===== src/rtl/rmt_dest_demux_if.sv =====
// AXI-Stream style bundle for the destination demux. LANES = 1 gives the
// single ingress stream; LANES = PORT_COUNT gives the per-port egress
// streams, with lane i occupying slice i of every vector.
interface rmt_dest_demux_if #(
  parameter int DATA_WIDTH = 8,
  parameter int KEEP_WIDTH = (DATA_WIDTH + 7) / 8,
  parameter int USER_WIDTH = 8,
  parameter int DEST_WIDTH = 2,
  parameter int LANES      = 1
);

  logic [LANES*DATA_WIDTH-1:0] tdata;
  logic [LANES*KEEP_WIDTH-1:0] tkeep;
  logic [LANES-1:0]            tvalid;
  logic [LANES-1:0]            tready;
  logic [LANES-1:0]            tlast;
  logic [LANES*USER_WIDTH-1:0] tuser;
  logic [LANES*DEST_WIDTH-1:0] tdest;

  // Stream source: drives payload and valid, observes ready.
  modport master (
    output tdata,
    output tkeep,
    output tvalid,
    output tlast,
    output tuser,
    output tdest,
    input  tready
  );

  // Stream sink: observes payload and valid, drives ready.
  modport slave (
    input  tdata,
    input  tkeep,
    input  tvalid,
    input  tlast,
    input  tuser,
    input  tdest,
    output tready
  );

endinterface


===== src/rtl/rmt_dest_demux.sv =====
// Destination demultiplexer: routes each ingress frame to the egress port
// named by the tdest of its first beat. Frames whose tdest is out of range
// are discarded and counted. One shared output register plus a skid
// register carry the port index with every beat, so back-to-back frames to
// different ports need no bubble.
module rmt_dest_demux #(
  parameter int DATA_WIDTH = 8,
  parameter int KEEP_WIDTH = (DATA_WIDTH + 7) / 8,
  parameter int USER_WIDTH = 8,
  parameter int PORT_COUNT = 2,
  parameter int DEST_WIDTH = 2
) (
  input  logic                  clk,
  input  logic                  rst,
  rmt_dest_demux_if.slave       s_axis,
  rmt_dest_demux_if.master      m_axis,
  output logic [15:0]           stat_drop_count,
  output logic                  stat_drop_pulse
);

  typedef enum logic [1:0] {
    ST_IDLE = 2'd0,
    ST_FWD  = 2'd1,
    ST_DROP = 2'd2
  } state_e;

  // PORT_COUNT may equal 2**DEST_WIDTH, so compare with one extra bit.
  localparam logic [DEST_WIDTH:0] PORT_LIMIT = (DEST_WIDTH + 1)'(PORT_COUNT);

  // Frame state
  state_e                  state_q;
  logic [DEST_WIDTH-1:0]   sel_port_q;
  logic [15:0]             drop_count_q;
  logic                    drop_pulse_q;

  // Output register
  logic                    out_valid_q, out_valid_d;
  logic [DATA_WIDTH-1:0]   out_data_q,  out_data_d;
  logic [KEEP_WIDTH-1:0]   out_keep_q,  out_keep_d;
  logic                    out_last_q,  out_last_d;
  logic [USER_WIDTH-1:0]   out_user_q,  out_user_d;
  logic [DEST_WIDTH-1:0]   out_port_q,  out_port_d;

  // Skid register
  logic                    skid_valid_q, skid_valid_d;
  logic [DATA_WIDTH-1:0]   skid_data_q,  skid_data_d;
  logic [KEEP_WIDTH-1:0]   skid_keep_q,  skid_keep_d;
  logic                    skid_last_q,  skid_last_d;
  logic [USER_WIDTH-1:0]   skid_user_q,  skid_user_d;
  logic [DEST_WIDTH-1:0]   skid_port_q,  skid_port_d;

  // Ingress ready register
  logic                    s_ready_q;

  // Combinational helpers
  logic                    acc_s;
  logic                    in_range_s;
  logic                    fwd_s;
  logic [DEST_WIDTH-1:0]   beat_port_s;
  logic                    out_ready_s;
  logic                    drain_s;

  // Classify the ingress beat: accepted, forwarded, and to which port.
  always_comb begin
    acc_s       = s_axis.tvalid[0] & s_ready_q;
    in_range_s  = ({1'b0, s_axis.tdest} < PORT_LIMIT);
    fwd_s       = 1'b0;
    beat_port_s = sel_port_q;
    case (state_q)
      ST_IDLE: begin
        fwd_s       = acc_s & in_range_s;
        beat_port_s = s_axis.tdest;
      end
      ST_FWD: begin
        fwd_s       = acc_s;
        beat_port_s = sel_port_q;
      end
      ST_DROP: begin
        fwd_s       = 1'b0;
        beat_port_s = sel_port_q;
      end
      default: begin
        fwd_s       = 1'b0;
        beat_port_s = sel_port_q;
      end
    endcase
  end

  // The output register drains only on the ready of the port it targets.
  always_comb begin
    out_ready_s = 1'b0;
    for (int i = 0; i < PORT_COUNT; i++) begin
      out_ready_s = out_ready_s | (m_axis.tready[i] & (out_port_q == DEST_WIDTH'(i)));
    end
    drain_s = out_valid_q & out_ready_s;
  end

  // Next state of the output and skid registers.
  always_comb begin
    out_valid_d  = out_valid_q;
    out_data_d   = out_data_q;
    out_keep_d   = out_keep_q;
    out_last_d   = out_last_q;
    out_user_d   = out_user_q;
    out_port_d   = out_port_q;
    skid_valid_d = skid_valid_q;
    skid_data_d  = skid_data_q;
    skid_keep_d  = skid_keep_q;
    skid_last_d  = skid_last_q;
    skid_user_d  = skid_user_q;
    skid_port_d  = skid_port_q;
    if (!out_valid_q || drain_s) begin
      if (skid_valid_q) begin
        // Ingress was held off while the skid was full, so no new beat
        // competes with the skid for the output register here.
        out_valid_d  = 1'b1;
        out_data_d   = skid_data_q;
        out_keep_d   = skid_keep_q;
        out_last_d   = skid_last_q;
        out_user_d   = skid_user_q;
        out_port_d   = skid_port_q;
        skid_valid_d = 1'b0;
      end else if (fwd_s) begin
        out_valid_d  = 1'b1;
        out_data_d   = s_axis.tdata;
        out_keep_d   = s_axis.tkeep;
        out_last_d   = s_axis.tlast[0];
        out_user_d   = s_axis.tuser;
        out_port_d   = beat_port_s;
      end else begin
        out_valid_d  = 1'b0;
      end
    end else begin
      if (fwd_s) begin
        // Output stalled: park the beat that arrived on the ready we
        // already advertised.
        skid_valid_d = 1'b1;
        skid_data_d  = s_axis.tdata;
        skid_keep_d  = s_axis.tkeep;
        skid_last_d  = s_axis.tlast[0];
        skid_user_d  = s_axis.tuser;
        skid_port_d  = beat_port_s;
      end else begin
        skid_valid_d = skid_valid_q;
      end
    end
  end

  // Register the datapath; ingress ready follows skid occupancy.
  always_ff @(posedge clk) begin
    if (rst) begin
      out_valid_q  <= 1'b0;
      out_data_q   <= '0;
      out_keep_q   <= '0;
      out_last_q   <= 1'b0;
      out_user_q   <= '0;
      out_port_q   <= '0;
      skid_valid_q <= 1'b0;
      skid_data_q  <= '0;
      skid_keep_q  <= '0;
      skid_last_q  <= 1'b0;
      skid_user_q  <= '0;
      skid_port_q  <= '0;
      s_ready_q    <= 1'b0;
    end else begin
      out_valid_q  <= out_valid_d;
      out_data_q   <= out_data_d;
      out_keep_q   <= out_keep_d;
      out_last_q   <= out_last_d;
      out_user_q   <= out_user_d;
      out_port_q   <= out_port_d;
      skid_valid_q <= skid_valid_d;
      skid_data_q  <= skid_data_d;
      skid_keep_q  <= skid_keep_d;
      skid_last_q  <= skid_last_d;
      skid_user_q  <= skid_user_d;
      skid_port_q  <= skid_port_d;
      s_ready_q    <= ~skid_valid_d;
    end
  end

  // Frame FSM: latch the port on the first beat, track frame end, count drops.
  always_ff @(posedge clk) begin
    if (rst) begin
      state_q      <= ST_IDLE;
      sel_port_q   <= '0;
      drop_count_q <= 16'h0000;
      drop_pulse_q <= 1'b0;
    end else begin
      drop_pulse_q <= 1'b0;
      if (acc_s) begin
        case (state_q)
          ST_IDLE: begin
            if (in_range_s) begin
              sel_port_q <= s_axis.tdest;
              state_q    <= s_axis.tlast[0] ? ST_IDLE : ST_FWD;
            end else begin
              drop_count_q <= drop_count_q + 16'd1;
              drop_pulse_q <= 1'b1;
              state_q      <= s_axis.tlast[0] ? ST_IDLE : ST_DROP;
            end
          end
          ST_FWD: begin
            state_q <= s_axis.tlast[0] ? ST_IDLE : ST_FWD;
          end
          ST_DROP: begin
            state_q <= s_axis.tlast[0] ? ST_IDLE : ST_DROP;
          end
          default: begin
            state_q <= ST_IDLE;
          end
        endcase
      end
    end
  end

  // Egress decode: payload is shared, only the addressed port sees valid.
  for (genvar g = 0; g < PORT_COUNT; g++) begin : g_port
    assign m_axis.tvalid[g] = out_valid_q & (out_port_q == DEST_WIDTH'(g));
  end

  assign m_axis.tdata     = {PORT_COUNT{out_data_q}};
  assign m_axis.tkeep     = {PORT_COUNT{out_keep_q}};
  assign m_axis.tlast     = {PORT_COUNT{out_last_q}};
  assign m_axis.tuser     = {PORT_COUNT{out_user_q}};
  assign m_axis.tdest     = {PORT_COUNT{out_port_q}};
  assign s_axis.tready[0] = s_ready_q;
  assign stat_drop_count  = drop_count_q;
  assign stat_drop_pulse  = drop_pulse_q;

endmodule


===== src/flat_wrapper.sv =====
// flat-port wrapper written by rule: the top's interface ports become plain ports
module rmt_dest_demux_flat 
#(
  parameter int DATA_WIDTH = 8,
  parameter int KEEP_WIDTH = (DATA_WIDTH + 7) / 8,
  parameter int USER_WIDTH = 8,
  parameter int PORT_COUNT = 2,
  parameter int DEST_WIDTH = 2
)
  (clk, rst, stat_drop_count, stat_drop_pulse, s_axis_tdata, s_axis_tkeep, s_axis_tvalid, s_axis_tlast, s_axis_tuser, s_axis_tdest, s_axis_tready, m_axis_tdata, m_axis_tkeep, m_axis_tvalid, m_axis_tlast, m_axis_tuser, m_axis_tdest, m_axis_tready);
  rmt_dest_demux_if #(.DATA_WIDTH(DATA_WIDTH), .USER_WIDTH(USER_WIDTH), .DEST_WIDTH(DEST_WIDTH), .LANES(1), .KEEP_WIDTH(KEEP_WIDTH)) s_axis_i ();
  rmt_dest_demux_if #(.DATA_WIDTH(DATA_WIDTH), .USER_WIDTH(USER_WIDTH), .DEST_WIDTH(DEST_WIDTH), .LANES(2), .KEEP_WIDTH(KEEP_WIDTH)) m_axis_i ();
  input  logic clk;
  input  logic rst;
  output logic [15:0] stat_drop_count;
  output logic stat_drop_pulse;
  input wire logic [$bits(s_axis_i.tdata)-1:0] s_axis_tdata;
  input wire logic [$bits(s_axis_i.tkeep)-1:0] s_axis_tkeep;
  input wire logic [$bits(s_axis_i.tvalid)-1:0] s_axis_tvalid;
  input wire logic [$bits(s_axis_i.tlast)-1:0] s_axis_tlast;
  input wire logic [$bits(s_axis_i.tuser)-1:0] s_axis_tuser;
  input wire logic [$bits(s_axis_i.tdest)-1:0] s_axis_tdest;
  output wire logic [$bits(s_axis_i.tready)-1:0] s_axis_tready;
  output wire logic [$bits(m_axis_i.tdata)-1:0] m_axis_tdata;
  output wire logic [$bits(m_axis_i.tkeep)-1:0] m_axis_tkeep;
  output wire logic [$bits(m_axis_i.tvalid)-1:0] m_axis_tvalid;
  output wire logic [$bits(m_axis_i.tlast)-1:0] m_axis_tlast;
  output wire logic [$bits(m_axis_i.tuser)-1:0] m_axis_tuser;
  output wire logic [$bits(m_axis_i.tdest)-1:0] m_axis_tdest;
  input wire logic [$bits(m_axis_i.tready)-1:0] m_axis_tready;
  assign s_axis_i.tdata = s_axis_tdata;
  assign s_axis_i.tkeep = s_axis_tkeep;
  assign s_axis_i.tvalid = s_axis_tvalid;
  assign s_axis_i.tlast = s_axis_tlast;
  assign s_axis_i.tuser = s_axis_tuser;
  assign s_axis_i.tdest = s_axis_tdest;
  assign s_axis_tready = s_axis_i.tready;
  assign m_axis_tdata = m_axis_i.tdata;
  assign m_axis_tkeep = m_axis_i.tkeep;
  assign m_axis_tvalid = m_axis_i.tvalid;
  assign m_axis_tlast = m_axis_i.tlast;
  assign m_axis_tuser = m_axis_i.tuser;
  assign m_axis_tdest = m_axis_i.tdest;
  assign m_axis_i.tready = m_axis_tready;
  rmt_dest_demux #(.DATA_WIDTH(DATA_WIDTH), .KEEP_WIDTH(KEEP_WIDTH), .USER_WIDTH(USER_WIDTH), .PORT_COUNT(PORT_COUNT), .DEST_WIDTH(DEST_WIDTH)) u_core (.clk(clk), .rst(rst), .s_axis(s_axis_i), .m_axis(m_axis_i), .stat_drop_count(stat_drop_count), .stat_drop_pulse(stat_drop_pulse));
endmodule

===== config.mk =====
export PLATFORM = sky130hd
export DESIGN_NAME = rmt_dest_demux_flat
export DESIGN_NICKNAME = d
export VERILOG_FILES = /design/src/rtl/rmt_dest_demux_if.sv /design/src/rtl/rmt_dest_demux.sv /design/src/flat_wrapper.sv
export SDC_FILE = /design/constraint.sdc
export NUM_CORES = 1
export LEC_CHECK = 0
export ABC_CLOCK_PERIOD_IN_PS = 3600
export CORE_MARGIN = 3
export CORE_UTILIZATION = 51
export DETAILED_ROUTE_END_ITERATION = 16
export PLACE_DENSITY = 0.83
export SLEW_MARGIN = 20
export SYNTH_ARGS = -nofsm -noshare
export SYNTH_HDL_FRONTEND = slang
export SYNTH_SLANG_ARGS = --single-unit

===== constraint.sdc =====
create_clock -name clk -period 3.6 [get_ports clk]
set_input_delay 1.08 -clock clk [delete_from_list [all_inputs] [get_ports clk]]
set_output_delay 1.08 -clock clk [all_outputs]
set_load 0.005 [all_outputs]

After elaboration in Yosys (flattened, before gate mapping)
Cells that the tools add are included.
{ "op_classes": {"n_bitwise": 13, "n_mux": 21, "n_eq_ne": 3, "magnitude_cmp": 1, "reduce_logical": 10, "addsub": 1} }
{ "op_table": {"columns": ["operator", "count"], "rows": [
  ["$mux 8", 4],
  ["$add 16x1->16 const B", 1],
  ["$mux 1", 10],
  ["$mux 2", 5],
  ["$and 1x1->1", 7],
  ["$pmux 2 s3", 1],
  ["$reduce_and 3->1", 2],
  ["$not 1->1", 5],
  ["$eq 2x1->1 const B", 2],
  ["$logic_not 2->1", 2],
  ["$reduce_and 2->1", 2],
  ["$reduce_or 3->1", 1],
  ["$eq 2x2->1 const B", 1],
  ["$lt 2x2->1 const B", 1],
  ["$pmux 1 s2", 1],
  ["$reduce_bool 2->1", 1],
  ["$logic_not 1->1", 1],
  ["$logic_or 1x1->1", 1],
  ["$or 1x1->1", 1]
]} }
{ "totals": {"reg_bits": 64, "out_inout_bits": 60} }

Logic depth before layout (Yosys ltp)
{ "depth": {"word_depth": 7, "depth_mapped": 5} }

Worst setup path before layout
Ideal clock, no wire load.
{ "synth_path": {"kind": "in2reg", "start": "in s_axis_tvalid", "end": "reg u_core.out_user_q[0]", "path_slack_ns": 1.443, "t_required_ns": 3.466, "path_buffers": 1, "path_stages": 5, "t_arrival_ns": 2.023, "path_cell_list": "nand2_1 o31a_1 nor2_4 buf_2 a211oi_1"} }
{ "synth_between": {"elab_chain_cells": 5} }
{ "synth_rtl": {"columns": ["item", "line", "text"], "rows": [
  ["start, declared", "flat_wrapper.sv:19", "input wire logic [$bits(s_axis_i.tvalid)-1:0] s_axis_tvalid;"],
  ["$and 1x1->1 (*)", "rmt_dest_demux.sv:65", "acc_s = s_axis.tvalid[0] & s_ready_q;"],
  ["$and 1x1->1", "rmt_dest_demux.sv:71", "fwd_s = acc_s & in_range_s;"],
  ["$pmux 1 s2 (*)", "rmt_dest_demux.sv:69", "case (state_q)"],
  ["$reduce_bool 2->1 (no source line) (*)", null, null],
  ["$reduce_and 2->1 (no source line) (*)", null, null],
  ["end signal, assigned", "rmt_dest_demux.sv:170", "out_user_q <= out_user_d;"],
  ["end, declared", "rmt_dest_demux.sv:41", "logic [USER_WIDTH-1:0] out_user_q, out_user_d;"]
]} }
Mark *: on every way between the ends. The rest lies on a longest branch, timed or not.
A chain may end at the register's enable or synchronous reset.

Final worst setup path
{ "layout_path": {"start": "in s_axis_tvalid", "end": "reg u_core.skid_data_q[5]"} }
{ "layout_between": {"elab_chain_cells": 4} }
{ "layout_rtl": {"columns": ["item", "line", "text"], "rows": [
  ["$and 1x1->1 (*)", "rmt_dest_demux.sv:65", null],
  ["$and 1x1->1", "rmt_dest_demux.sv:71", null],
  ["$pmux 1 s2 (*)", "rmt_dest_demux.sv:69", null],
  ["$reduce_and 2->1 (no source line) (*)", null, null],
  ["end signal, assigned", "rmt_dest_demux.sv:173", "skid_data_q <= skid_data_d;"],
  ["end, declared", "rmt_dest_demux.sv:46", "logic [DATA_WIDTH-1:0] skid_data_q, skid_data_d;"]
]} }
Marked as above.

==> results.ini <==
[worst_setup_path]
path_max_fanout = 20
criticalPathCategory = in -> reg
crit_path_end_kind = register
crit_arrival_ns = 2.84
start_kind = primary input
slowest_delay_ns = 0.68
r2r-end = u_core.skid_data_q[5]
worst_path_max_delay_cell = or3_1
rr_startpoint = u_core.s_axis.tready
required_ns = 3.79
crit_chain = clkdlybuf4s50_1, nand2_1, or3_1, o21ai_0, a21oi_1
rrSetupSlack_ns = 1.82
setup.worst_path.start = s_axis_tvalid
rr_worst_depth = 4

[route]
detail_route.wirelength_mm = 7.182
vias_per_cell = 5.815
dr_total_vias = 2675
drtIter0Drc = 183
wl_per_cell_microns = 15.61
drcViolationCount = 0
dr.pass1.iters = 4
ant_nets = 0

[place]
gp_congestion = 0.8605
dp_hpwl_mm = 4.662
place_ws_ns = 0.6573
portBuffers = 84

[global_route]
grt_pass1_wl_mm = 12.05
grt_max_degree = 45
grt_pass1_vias = 2550
antenna_found_initial = 0
grt_use_total_pct = 22.85
grt-ovfl-total = 0

[synth]
synthArstFlopShare_pct = 0
synth-main-ff-cell = dfxtp_1
syn_nets = 354
ys_seq_elements = 64
synth_cell_types = 42
netlist_instances = 328
synth_area_per_cell_sq_um = 8.972
yosysWarnings = 0
synth_edf_count = 0
yosysSeqAreaShare_pct = 43.54
synth_area_sq_um = 2943

[floorplan]
die-area_sq_um = 6717
fp-row-count = 27
initial_utilization_pct = 53.12
dieHeight_microns = 81.96
dieWidth_microns = 81.96
core_region_area_sq_um = 5540
ios = 85

[sta]
rsz0062_at_grt = false
worst_slew_pin_slew_ns = 0.6177
setup_viol = 0
layout_min_cycle_time_ns = 2.649
finalHoldViolations = 0
fin_ws_ns = 0.9515
post-route-period-util_pct = 73.57
max-slew-margin-rel_pct = 58.82
max_freq_mhz = 377.6
fin_setup_tns_ns = 0
drv_slew = 0
skew_ns = 0.009810

[power]
power_density_nw_per_um2 = 393.7
leakage_nw = 1.260
irDropWorstVdd_mv = 0.2114

[min_path]
min_to = u_core.sel_port_q[1]
hold_path_depth = 1
min-delay-start = u_core.sel_port_q[1]
min_path_type = reg -> reg

[clocking]
post-cts-setup-buffers = 0
clk_latency_ns = 0.33
cts_tree = built
htreeDepth = 3
cts_buffers = 9
root_buffer = clkbuf_8
clk_pin_slew_ns = 0.07
cts-hold-fix-buffers = 0
cts_resized = 0
clkSinkCount = 64
cts_buffer_depth = 2

[cells_and_area]
layout_common_cells = 83 x clkdlybuf4s50_1, 64 x dfxtp_1, 48 x a21oi_1, 25 x nand3_1, 23 x o21ai_0
final_nets = 410
diodes = 0
layout_commonest_cell = clkdlybuf4s50_1
drive_above_1_share_pct = 8.505
syn_to_final_growth_pct = 30.74

[outcome]
status = finished clean

[flow_run]
drv_cap = 0

how the worst max path moves through the flow:
stage / slack, ns / to / depth (start not counted)
detailed placement: 0.66 / u_core.skid_data_q[5] / 5
finish: 0.95 / u_core.skid_data_q[5] / 5
global route: 0.75 / u_core.skid_data_q[7] / 5
global placement: 0.71 / u_core.skid_last_q / 5
floorplan: 1.44 / u_core.out_user_q[0] / 5
CTS: 1.0 / u_core.skid_keep_q / 5
per-layer routing:
metal / global-route usage, % / vias up / share of wire [%]
met5: 0 / - / 0
met4: 9.801 / 0 / 2.5
met3: 3.180 / 17 / 4.4
met2: 37.56 / 88 / 50
met1: 29.86 / 1273 / 43
li1: - / 1297 / -
stage by stage:
| step | hold WS, ns | utilization (%) | instances | instance area [sq um] | power, mW |
|---|---|---|---|---|---|
| 2_1_floorplan | 0.4535 | - | 328 | 2943 | 0.8522 |
| 3_3_place_gp | 0.4588 | 66.08 | 445 | 3661 | 0.9346 |
| 3_5_place_dp | 0.4677 | 66.08 | 445 | 3661 | 0.9376 |
| 4_1_cts | 0.4754 | 69.44 | 460 | 3847 | 1.519 |
| 5_1_grt | 0.4886 | 69.44 | 460 | 3847 | 1.572 |
| 6_report | 0.4728 | 69.44 | 460 | 3847 | 1.515 |
kinds of logic after synthesis:
logic type,synth area share (%)
DFF,43.54
and+or+nand+nor,16.11
buffers and inverters,9.141
adders and majority gates,0.4251
xor gates and xnor gates,2.381
AOI/OAI and AO/OA,20.49
muxes,7.908
cells in the mapped netlist (all sizes together), types with 2 or more instances:
| master | count | area (sq um) |
|---|---|---|
| dfxtp | 64 | 1281 |
| a21oi | 48 | 240.2 |
| buf | 30 | 205.2 |
| nand3 | 26 | 135.1 |
| o21ai | 24 | 120.1 |
| mux2i | 21 | 210.2 |
| a211oi | 18 | 135.1 |
| clkbuf | 15 | 56.30 |
| nor2 | 15 | 63.81 |
| nor3 | 7 | 35.03 |
| nand2 | 6 | 22.52 |
| xor2 | 6 | 52.55 |
| or3 | 5 | 31.28 |
| nand4 | 4 | 25.02 |
| and3 | 3 | 18.77 |
| and4 | 3 | 26.28 |
| nor3b | 3 | 22.52 |
| o31ai | 3 | 27.52 |
| and2 | 2 | 12.51 |
| inv | 2 | 7.510 |
| mux2 | 2 | 22.52 |
| nor4 | 2 | 18.77 |
| o2111ai | 2 | 17.52 |
| o21a | 2 | 15.01 |
| o221a | 2 | 22.52 |
| or4 | 2 | 15.01 |
| xnor2 | 2 | 17.52 |
power breakdown:
group	internal (mW)	total, mW	switching [mW]
sequential	0.727	0.744	0.0171
clock	0.332	0.592	0.260
combinational	0.100	0.179	0.0794
total	1.16	1.51	0.356
final cells by class:
type / instances / area [sq um]
fillers: 462 / 1693
multi-input cells: 217 / 1401
flip-flops and latches: 64 / 1281
repair buffers: 90 / 880.8
clock buffers: 11 / 141.4
well taps: 72 / 90.09
clock inverters: 4 / 45.04
inverters: 2 / 7.507
flip-flops by register name, indices dropped and copies added (netlist names):
signal,count
u_core.skid_data_q,8
u_core.out_port_q,2
u_core.state_q,2
u_core.skid_user_q,8
u_core.out_keep_q,1
u_core.skid_last_q,1
u_core.skid_keep_q,1
u_core.stat_drop_count,16
u_core.out_valid_q,1
u_core.skid_port_q,2
u_core.sel_port_q,2
u_core.skid_valid_q,1
u_core.stat_drop_pulse,1
u_core.out_last_q,1
u_core.out_data_q,8
u_core.s_axis.tready,1
u_core.out_user_q,8
worst max-delay path: cells and delay by family:
family                 cells  cell delay [ns]
AND/OR/NAND/NOR            2             0.87
buffers and inverters      1             0.51
AO/OA/AOI/OAI              2             0.37
Note: power is estimated with default switching activity, not from simulation.
